`config.mk`:
```
export PLATFORM = sky130hd
export DESIGN_NAME = div_iterative
export DESIGN_NICKNAME = d
export VERILOG_FILES = /design/src/rtl/div_iterative.sv
export SDC_FILE = /design/constraint.sdc
export NUM_CORES = 1
export LEC_CHECK = 0
export CORE_MARGIN = 2
export CORE_UTILIZATION = 40
export DETAILED_ROUTE_END_ITERATION = 12
export PLACE_DENSITY = 0.7
export RECOVER_POWER = 25
export SETUP_SLACK_MARGIN = 0.05
export SKIP_CTS_REPAIR_TIMING = 1
export SYNTH_ARGS = -nofsm -noshare
export SYNTH_HDL_FRONTEND = slang
export SYNTH_SLANG_ARGS = --single-unit
export TNS_END_PERCENT = 50
```
`constraint.sdc`:
```
create_clock -name clock -period 3.7 [get_ports clock]
set_input_delay 0.37 -clock clock [delete_from_list [all_inputs] [get_ports clock]]
set_output_delay 0.37 -clock clock [all_outputs]
set_load 0.02 [all_outputs]
```
`src/rtl/div_iterative.sv`:
```
`default_nettype none
// ============================================================================
// div_iterative -- restoring integer divider, one quotient bit per cycle,
// signed/unsigned, start/done handshake.                        Rev 1.0
// ============================================================================
module div_iterative #(
  parameter int WORD_WIDTH = 36
) (
  input  logic                  clock,
  input  logic                  reset,
  input  logic                  start,
  input  logic                  sign,
  input  logic [WORD_WIDTH-1:0] A,
  input  logic [WORD_WIDTH-1:0] B,
  output logic                  busy,
  output logic                  done,
  output logic [WORD_WIDTH-1:0] Q,
  output logic [WORD_WIDTH-1:0] R,
  output logic                  div_by_zero
);

  localparam int W  = WORD_WIDTH;
  localparam int CW = (W > 2) ? $clog2(W) : 1;

  localparam logic [1:0] c_IDLE = 2'd0;
  localparam logic [1:0] c_RUN  = 2'd1;
  localparam logic [1:0] c_FIX  = 2'd2;

  localparam logic [CW-1:0] c_CNT_LAST = CW'(W - 1);
  localparam logic [CW-1:0] c_CNT_ONE  = CW'(1);
  localparam logic [CW-1:0] c_CNT_ZERO = '0;

  logic [1:0]    state_q, state_d;
  logic [CW-1:0] cnt_q, cnt_d;
  logic [W-1:0]  rem_q, rem_d;
  logic [W-1:0]  quo_q, quo_d;
  logic [W-1:0]  dvs_q, dvs_d;
  logic [W-1:0]  aorig_q, aorig_d;
  logic          qneg_q, qneg_d;
  logic          rneg_q, rneg_d;
  logic          bzero_q, bzero_d;
  logic [W-1:0]  qout_q, qout_d;
  logic [W-1:0]  rout_q, rout_d;
  logic          dbz_q, dbz_d;
  logic          done_q, done_d;

  logic          w_a_neg;
  logic          w_b_neg;
  logic [W-1:0]  w_a_mag;
  logic [W-1:0]  w_b_mag;
  logic [W:0]    w_shift;
  logic [W:0]    w_trial;
  logic          w_ge;

  // Magnitudes: negating the most-negative value yields 2^(W-1), which is
  // exactly the right unsigned magnitude.
  assign w_a_neg = sign & A[W-1];
  assign w_b_neg = sign & B[W-1];
  assign w_a_mag = w_a_neg ? -A : A;
  assign w_b_mag = w_b_neg ? -B : B;

  // The quotient register doubles as the dividend shifter: dividend bits leave
  // at the top while quotient bits enter at the bottom.
  assign w_shift = {rem_q, quo_q[W-1]};
  assign w_trial = w_shift - {1'b0, dvs_q};
  assign w_ge    = ~w_trial[W];

  always_comb begin
    state_d = state_q;
    cnt_d   = cnt_q;
    rem_d   = rem_q;
    quo_d   = quo_q;
    dvs_d   = dvs_q;
    aorig_d = aorig_q;
    qneg_d  = qneg_q;
    rneg_d  = rneg_q;
    bzero_d = bzero_q;
    qout_d  = qout_q;
    rout_d  = rout_q;
    dbz_d   = dbz_q;
    done_d  = 1'b0;

    case (state_q)
      c_IDLE: begin
        if (start) begin
          state_d = c_RUN;
          cnt_d   = c_CNT_LAST;
          rem_d   = '0;
          quo_d   = w_a_mag;
          dvs_d   = w_b_mag;
          aorig_d = A;
          qneg_d  = w_a_neg ^ w_b_neg;
          rneg_d  = w_a_neg;
          bzero_d = (B == '0);
        end
      end

      c_RUN: begin
        // A failed trial means the shifted value is below the divisor, so its
        // top bit is zero and it fits back into W bits.
        rem_d = w_ge ? w_trial[W-1:0] : {rem_q[W-2:0], quo_q[W-1]};
        quo_d = {quo_q[W-2:0], w_ge};
        if (cnt_q == c_CNT_ZERO) begin
          state_d = c_FIX;
        end else begin
          cnt_d = cnt_q - c_CNT_ONE;
        end
      end

      c_FIX: begin
        state_d = c_IDLE;
        done_d  = 1'b1;
        if (bzero_q) begin
          qout_d = '1;
          rout_d = aorig_q;
          dbz_d  = 1'b1;
        end else begin
          qout_d = qneg_q ? -quo_q : quo_q;
          rout_d = rneg_q ? -rem_q : rem_q;
          dbz_d  = 1'b0;
        end
      end

      default: begin
        state_d = c_IDLE;
      end
    endcase
  end

  always_ff @(posedge clock) begin
    if (reset) begin
      state_q <= c_IDLE;
      cnt_q   <= '0;
      rem_q   <= '0;
      quo_q   <= '0;
      dvs_q   <= '0;
      aorig_q <= '0;
      qneg_q  <= 1'b0;
      rneg_q  <= 1'b0;
      bzero_q <= 1'b0;
      qout_q  <= '0;
      rout_q  <= '0;
      dbz_q   <= 1'b0;
      done_q  <= 1'b0;
    end else begin
      state_q <= state_d;
      cnt_q   <= cnt_d;
      rem_q   <= rem_d;
      quo_q   <= quo_d;
      dvs_q   <= dvs_d;
      aorig_q <= aorig_d;
      qneg_q  <= qneg_d;
      rneg_q  <= rneg_d;
      bzero_q <= bzero_d;
      qout_q  <= qout_d;
      rout_q  <= rout_d;
      dbz_q   <= dbz_d;
      done_q  <= done_d;
    end
  end

  assign busy        = (state_q != c_IDLE);
  assign done        = done_q;
  assign Q           = qout_q;
  assign R           = rout_q;
  assign div_by_zero = dbz_q;

endmodule
`default_nettype wire

```
# Yosys cells after proc, flatten, opt, wreduce, memory -nomap -nowiden
# Index checks and enable logic that the tools add are counted.
# totals
ff_bits	229
inputBits	76
elab_cells	56
# op_classes
addsub	6
eq_ne	5
mux	19
n_bitwise	4
reduce_logical	9
# op_table
op	count
two-way mux 36 bit	9
negation 36 bit	4
one-hot mux 36 bit (2 select lines)	2
subtractor 37 x 36 -> 37 bit	1
logical NOT 36 bit	1
two-way mux 6 bit	2
one-hot mux 6 bit (2 select lines)	1
logical NOT 6 bit	1
inequality test 2 bit (second input constant)	3
AND reduction 2 bit	3
subtractor 6 x 1 -> 6 bit (second input constant)	1
two-way mux 2 bit	2
one-hot mux 2 bit (2 select lines)	1
nonzero test 2 bit	2
AND reduction 3 bit	1
AND 1 bit	2
== test 2 x 1 -> 1 bit (second input constant)	1
== test 2 bit (second input constant)	1
logical NOT 2 bit	1
two-way mux 1 bit	2
NOT 1 bit	1
bitwise XOR 1 bit	1

# Logic depth before layout (Yosys ltp)
# Gate-level depths: netlist of run 1.
# logic_depth
word_depth	4
depth_mapped	15
ltp_nobuf	13

# Worst setup path before layout of run 1
# Ideal clock, no wire load.
# synth_timing
path_kind	reg2reg
start	reg quo_q[35]
end	reg rem_q[18]
setup_time_ns	0.117
t_arrival_ns	2.976
required_ns	3.583
path_slack_ns	0.607
stages_incl_launch_ff	15
cell_sequence	dfxtp_1 > inv_1 > ha_1 > inv_1 > fa_1 > a21o_1 > a22o_1 > a21oi_1 > a211oi_1 > nor3_1 > xnor2_1 > clkbuf_1 > buf_1 > a21oi_1 > a22o_1
# synth_between
elab_chain_len	3
# synth_lines
element	line	rtl
start: declaration	36	logic [W-1:0] quo_q, quo_d;
start signal: assignment	149	quo_q <= quo_d;
subtractor 37 x 36 -> 37 bit	65	assign w_trial = w_shift - {1'b0, dvs_q};
two-way mux 36 bit	101	rem_d = w_ge ? w_trial[W-1:0] : {rem_q[W-2:0], quo_q[W-1]};
one-hot mux 36 bit (2 select lines)	83	case (state_q)
end signal: assignment	148	rem_q <= rem_d;
end: declaration	35	logic [W-1:0] rem_q, rem_d;
# Every way passes these cells.
# A chain may end at the register's enable or synchronous reset.

# Worst setup path in the final report of run 1
# layout_timing
start	reg quo_q[9]
end	reg qout_q[35], in the netlist Q[35]
# layout_between
elab_chain_len	3
# layout_lines
element	line	rtl
negation 36 bit	118	qout_d = qneg_q ? -quo_q : quo_q;
two-way mux 36 bit	118	
two-way mux 36 bit	113	if (bzero_q) begin
end signal: assignment	155	qout_q <= qout_d;
end: declaration	42	logic [W-1:0] qout_q, qout_d;
# Every way passes these cells.

==> results of run 1 <==
==> kinds of logic (layout without fill, tap and decap cells) <==
| logic type | count (synthesis) | in the layout |
|---|---|---|
| AO/OA/AOI/OAI | 537 | 537 |
| AND/OR/NAND/NOR | 620 | 620 |
| other | 0 | 1 |
| buffers and inverters | 175 | 292 |
| multiplexers | 17 | 17 |
| adder cells (fa/ha/maj) | 43 | 43 |
| flip-flops | 229 | 229 |
| XOR/XNOR | 168 | 168 |
==> layer usage <==
| metal | wire, um | share of wire | global-route usage |
|---|---|---|---|
| met1 | 18400 | 0.46 | 0.308 |
| met2 | 17800 | 0.45 | 0.359 |
| met3 | 2410 | 0.061 | 0.0255 |
| met4 | 1060 | 0.027 | 0.0645 |
| met5 | 0 | 0 | 0 |
==> registers in the layout, summed over array words and instances (netlist names) <==
signal	flops
Q	36
R	36
aorig_q	36
bzero_q	1
cnt_q	6
div_by_zero	1
done	1
dvs_q	36
qneg_q	1
quo_q	36
rem_q	36
rneg_q	1
state_q	2
==> per-stage QoR <==
step	instances	instance area, um^2	hold WS [ps]	setup slack (ps)
floorplan	1789	13500	431	607
global placement	2308	15500	444	307
detailed placement	2308	15500	444	226
CTS	2354	16400	248	363
global route	2354	16400	282	111
finish	2355	16400	272	369
==> power by group through the flow <==
stage / registers (mW) / clock network (mW) / logic, mW
2_1_floorplan: 2.85 / 0 / 1.20
3_3_place_gp: 2.85 / 0 / 1.72
3_5_place_dp: 2.86 / 0 / 1.75
4_1_cts: 2.80 / 2.73 / 1.76
5_1_grt: 2.83 / 2.84 / 1.94
6_report: 2.80 / 2.69 / 1.75
==> area by class of cell <==
type / instances / area [um^2]
inverters: 57 / 214
flip-flops and latches: 229 / 4590
multi-input cells: 1385 / 8300
clock inverters: 17 / 225
fillers: 3222 / 17100
well taps: 448 / 561
repair buffers: 189 / 1830
diodes: 1 / 2.50
clock buffers: 29 / 661
==> layout by cell type (no fill, tap or decap), drive strengths merged, types with 5 or more instances in the layout <==
cell / Yosys / routed
a31oi: 6 / 6
nor2b: 8 / 8
a22o: 11 / 11
o211ai: 23 / 23
o41ai: 15 / 15
ha: 42 / 42
o21a: 5 / 5
mux2i: 14 / 14
buf: 10 / 38
o21bai: 5 / 5
clkinv: 0 / 7
xor2: 71 / 71
clkdlybuf4s50: 0 / 86
nor3: 40 / 40
or3: 23 / 23
clkbuf: 108 / 31
xnor2: 97 / 97
and3: 6 / 6
nand3: 26 / 26
inv: 57 / 59
a21oi: 191 / 191
o21ai: 107 / 107
a21o: 19 / 19
or2: 7 / 7
nand2b: 21 / 21
or4: 20 / 20
nor2: 153 / 153
a22oi: 32 / 32
nand4: 5 / 5
o22ai: 31 / 31
a211oi: 46 / 46
o31ai: 29 / 29
nand2: 276 / 276
and2: 9 / 9
dfxtp: 229 / 229
dlygate4sd3: 0 / 63
nor4: 17 / 17
==> how the worst min path moves through the flow <==
stage / start / endpoint / slack [ps] / depth (start not counted)
final: reset / Q[29] / 270 / 2
after global routing: reset / Q[26] / 280 / 2
after CTS: reset / Q[21] / 250 / 2
after detailed placement: aorig_q[29] / aorig_q[29] / 440 / 2
after global placement: aorig_q[29] / aorig_q[29] / 440 / 2
after floorplan: aorig_q[29] / aorig_q[29] / 430 / 2
==> reports/metrics.cfg, run 1 <==
[logic_synthesis]
synthArstFlopShare = 0
synth_top_area_cell = dfxtp_1
synthTopCellsByArea = dfxtp_1, nand2_1, a21oi_1, xnor2_1, xor2_1
yosysMostFrequentCell = nand2_1
synth_fa_ha_area_frac = 0.0403
seq_area_frac_synth = 0.339
synth_nets = 1908
synth_warnings = 0
synth_cell_types = 58
synth_area_um2 = 13500
synthSimpleGateAreaFrac = 0.206
synth_edf_count = 0
yosys-top-cells-count = nand2_1, dfxtp_1, a21oi_1
synth.avg_cell_area_um2 = 7.56
synth_xor_area_frac = 0.109
yosys.area.top_type_share = 0.339
synth.area.mux_share = 0.0129
synth_top_family_by_area = compound AO/OA/AOI/OAI gates
synthFlopType = dfxtp_1
synth_compound_area_frac = 0.245
synth_seq_cells = 229
synth_cells = 1789

[place]
gp_congestion = 0.928
portBuffers = 150
hpwl_mm = 29.6

[routing]
vias = 13000
routed_wl_mm = 39.7
drc = 0
drt-pass1-iter-count = 5
antenna_left = 0
vias_per_cell = 5.53
wire_per_inst_um = 16.8
drt_iter0_drc = 909

[sta]
slew_viol_final = 111
period_minus_slack_ps = 3330
hold_viol_final = 0
finalSetupViolCount = 0
period_share = 0.900
rsz0062_at_grt = no
slew_headroom = -0.516
fin_worst_skew_ps = 19.0
setup_tns_ps = 0
worstMarginPinSlew_ps = 2270
max_freq_mhz = 300

[status]
violations = max-capacitance violations, max-slew violations
status = complete, but fails checks

[pwr]
p_total_mw = 7.24
worst_ir_drop_vdd_mv = 0.283
leakage_nw = 6.33
power.switching_mw = 2.31
pwr-share-clk = 0.372
power.density_nw_per_um2 = 442
pwr-share-seq = 0.387
p_sw_frac = 0.319
intPower_mw = 4.93
p_comb_frac = 0.241

[worst_setup_path]
critical_path.top_delay_family = simple AND/OR/NAND/NOR gates
path_buf_inv = 0
crit_path_max_fanout = 7
endpoint = Q[35]
r2r_start = quo_q[9]
cp.depth = 9
start_kind = flip-flop
reg2reg_depth = 9
cp-end-kind = flip-flop
crit_type = reg -> reg
slowest_delay_ps = 580
crit_slowest_cell = or4_4
critPathRequiredTime_ps = 4170
r2r_setup_slack_ps = 370
crit_start = quo_q[9]
arrival_ps = 3800
r2r-end = Q[35]
path_cells = or4_4, or4_1, or3_1, or4_4, or3_4, o21ai_1, xnor2_1, nor3_1, nor3_1

[floorplan]
die-area_um2 = 35300
dieHeight_um = 188
rows = 67
initial_utilization = 0.404
core_um2 = 33400
io_pins = 151
fp.dieW_um = 188

[grt]
grt_overflow_total = 0
grt_pass1_vias = 12200
antenna_found_initial = 0
grt_first_pass_wirelength_mm = 64.6
grt_usage = 0.221
grt_start_max_net_pins = 138

[final_layout]
fin_nets = 2006
final_util = 0.490
drive_gt1_frac = 0.0546
area_delta_synth_final_pct = 21.1

[job]
drv_cap = 3

[clock_network]
htree_levels = 1
root_buffer = clkbuf_16
insertion_delay_ps = 550
cts.clk_slew.worst_paths_ps = 70
cts_sinks = 229
tritoncts = done
numCtsBuffers = 25
ctsLongestPathBuffers = 3

[min_path]
hold_class = in -> reg

Note: power is estimated with default switching activity, not from simulation.
==> run 2: changes to the inputs <==
- TNS_END_PERCENT: 50 -> 100
- clock period: 3.7 -> 3.1 ns (I/O delays scaled with it)
==> run 2 against run 1 <==
The run ends with negative setup slack left. Combinational power is 35% higher. Total power up 22%. Clock power grew 17%. Critical endpoint unchanged.
==> reports/metrics.cfg, run 2 (same netlist as run 1, synthesis figures left out) <==
[status]
status = complete, but fails checks  ; unchanged
violations = negative setup slack  ; was max-capacitance violations, max-slew violations

[routing]
drt-pass1-iter-count = 6  ; was 5
drc = 0  ; unchanged
vias_per_cell = 5.48  ; was 5.53
vias = 13500  ; was 13,000
wire_per_inst_um = 16.7  ; was 16.8 um
routed_wl_mm = 41.0  ; was 39.7 mm
drt_iter0_drc = 1009  ; was 909
antenna_left = 0  ; unchanged

[job]
drv_cap = 0  ; was 3

[sta]
whs_ps = 135  ; was 272 ps
worstMarginPinSlew_ps = 1320  ; was 2270 ps
finalSetupViolCount = 2  ; was 0
fin_worst_skew_ps = 26.0  ; was 19.0 ps
period_share = 1.02  ; was 0.900
period_minus_slack_ps = 3160  ; was 3330 ps
slew_viol_final = 0  ; was 111
hold_viol_final = 0  ; unchanged
setup_tns_ps = -95.7  ; was 0 ps
slew_headroom = 0.119  ; was -0.516
worst_slack_ps = -55.6  ; was 369 ps
max_freq_mhz = 317  ; was 300 MHz
rsz0062_at_grt = yes  ; was no

[worst_setup_path]
cp.depth = 9  ; unchanged
path_buf_inv = 0  ; unchanged
arrival_ps = 3620  ; was 3800 ps
reg2reg_depth = 9  ; unchanged
path_cells = or4_4, or4_4, or3_4, or4_4, or3_4, o21ai_1, xnor2_1, nor3_1, nor3_1  ; was or4_4, or4_1, or3_1, or4_4, or3_4, o21ai_1, xnor2_1, nor3_1, nor3_1
crit_top_cell = or4_4
crit_path_max_fanout = 3  ; was 7
critPathRequiredTime_ps = 3570  ; was 4170 ps
slowest_delay_ps = 530  ; was 580 ps
crit_type = reg -> reg  ; unchanged
cp-end-kind = flip-flop  ; unchanged
crit_slowest_cell = or4_4  ; unchanged
start_kind = flip-flop  ; unchanged
critical_path.top_delay_family = simple AND/OR/NAND/NOR gates  ; unchanged

[pwr]
power.density_nw_per_um2 = 512  ; was 442 nW/um^2
pwr-share-seq = 0.375  ; was 0.387
p_comb_frac = 0.268  ; was 0.241
p_total_mw = 8.86  ; was 7.24 mW
power.switching_mw = 2.76  ; was 2.31 mW
intPower_mw = 6.10  ; was 4.93 mW
pwr-share-clk = 0.357  ; was 0.372
p_sw_frac = 0.312  ; was 0.319
worst_ir_drop_vdd_mv = 0.364  ; was 0.283 mV
leakage_nw = 6.85  ; was 6.33 nW

[place]
gp_congestion = 0.930  ; was 0.928
pre_cts_ws_ps = -70.1  ; was 226 ps
portBuffers = 150  ; unchanged
hpwl_mm = 30.8  ; was 29.6 mm
numPlacedInstances = 2405  ; was 2,308

[grt]
grt_usage = 0.225  ; was 0.221
grt_first_pass_wirelength_mm = 65.8  ; was 64.6 mm
grt_pass1_vias = 12700  ; was 12,200
grt_overflow_total = 0  ; unchanged
antenna_found_initial = 0  ; unchanged
grt_start_max_net_pins = 102  ; was 138

[final_layout]
fin_nets = 2107  ; was 2,006
layout_commonest_cell = nand2_1  ; unchanged
stdcell_count = 2455  ; was 2,355
drive_gt1_frac = 0.115  ; was 0.0546
mostFrequentLayoutCells = nand2_1, dfxtp_1, a21oi_1, nor2_1, buf_4  ; was nand2_1, dfxtp_1, a21oi_1, nor2_1, o21ai_0
nFillCells = 3144  ; was 3,222
diodes = 0  ; was 1
area_delta_synth_final_pct = 27.9  ; was 21.1%

[floorplan]
initial_utilization = 0.404  ; unchanged
dieHeight_um = 188  ; unchanged
rows = 67  ; unchanged
core_um2 = 33400  ; unchanged
die-area_um2 = 35300  ; unchanged
io_pins = 151  ; unchanged
fp.dieW_um = 188  ; unchanged

[clock_network]
htree_levels = 1  ; unchanged
numCtsBuffers = 27  ; was 25
ctsLongestPathBuffers = 3  ; unchanged
root_buffer = clkbuf_16  ; unchanged
cts_sinks = 229  ; unchanged
insertion_delay_ps = 550  ; about the same
tritoncts = done  ; unchanged
cts.clk_slew.worst_paths_ps = 60  ; was 70 ps

[min_path]
min_path_cells = 2  ; unchanged
hold_class = in -> reg  ; unchanged

run 2: cell count changes in the layout (fill, tap and decap cells not counted), moves of 4 or more:
cell,before,now
o21ai_1,1,6
buf_4,34,130
clkinvlp_4,4,0
clkbuf_1,4,9
clkbuf_8,2,6
o21ai_0,106,101
run 2: routing by layer:
| metal | share of wire | vias to the layer above | track usage |
|---|---|---|---|
| met4 | 0.039 | 0 | 0.0839 |
| met5 | 0 | - | 0 |
| li1 | - | 6717 | - |
| met1 | 0.45 | 6213 | 0.309 |
| met3 | 0.059 | 84 | 0.0223 |
| met2 | 0.45 | 442 | 0.366 |
run 2: worst register-to-register path: cells and delay by family, from the launching register on:
| family | cells | cell delay [ps] |
|---|---|---|
| flops | 1 | 320 |
| simple gates | 7 | 2440 |
| xor+xnor | 1 | 140 |
| compound gates | 1 | 180 |
run 2: cell type report:
type,count,area (um^2),share of cell area
flip-flops and latches,229,4590,0.265
clock inverters,8,97.6,0.00564
well taps,448,561,0.0324
inverters,57,214,0.0124
multi-input cells,1385,8470,0.490
repair buffers,288,2580,0.149
clock buffers,40,785,0.0453
run 2: power groups by stage:
| stage | logic [mW] | registers (mW) | clock network (mW) |
|---|---|---|---|
| after global placement | 2.26 | 3.37 | 0 |
| after detailed placement | 2.29 | 3.38 | 0 |
| final | 2.37 | 3.32 | 3.16 |
| after floorplan | 1.43 | 3.40 | 0 |
| after CTS | 2.31 | 3.32 | 3.22 |
| after global routing | 2.62 | 3.35 | 3.34 |
run 2: path summary, 6_finish.rpt:
path                  from         end  slack [ps]
hold reg to reg      R[31]       R[31]         450
hold / removal       reset  state_q[0]         140
setup reg to reg  quo_q[9]       Q[35]         -60
setup / recovery  quo_q[9]       Q[35]         -60
run 2: through the flow:
step            util  instance area, um^2
5_1_grt        0.517                17300
3_3_place_gp   0.486                16300
3_5_place_dp   0.486                16300
6_report       0.517                17300
4_1_cts        0.513                17100
2_1_floorplan      -                13500
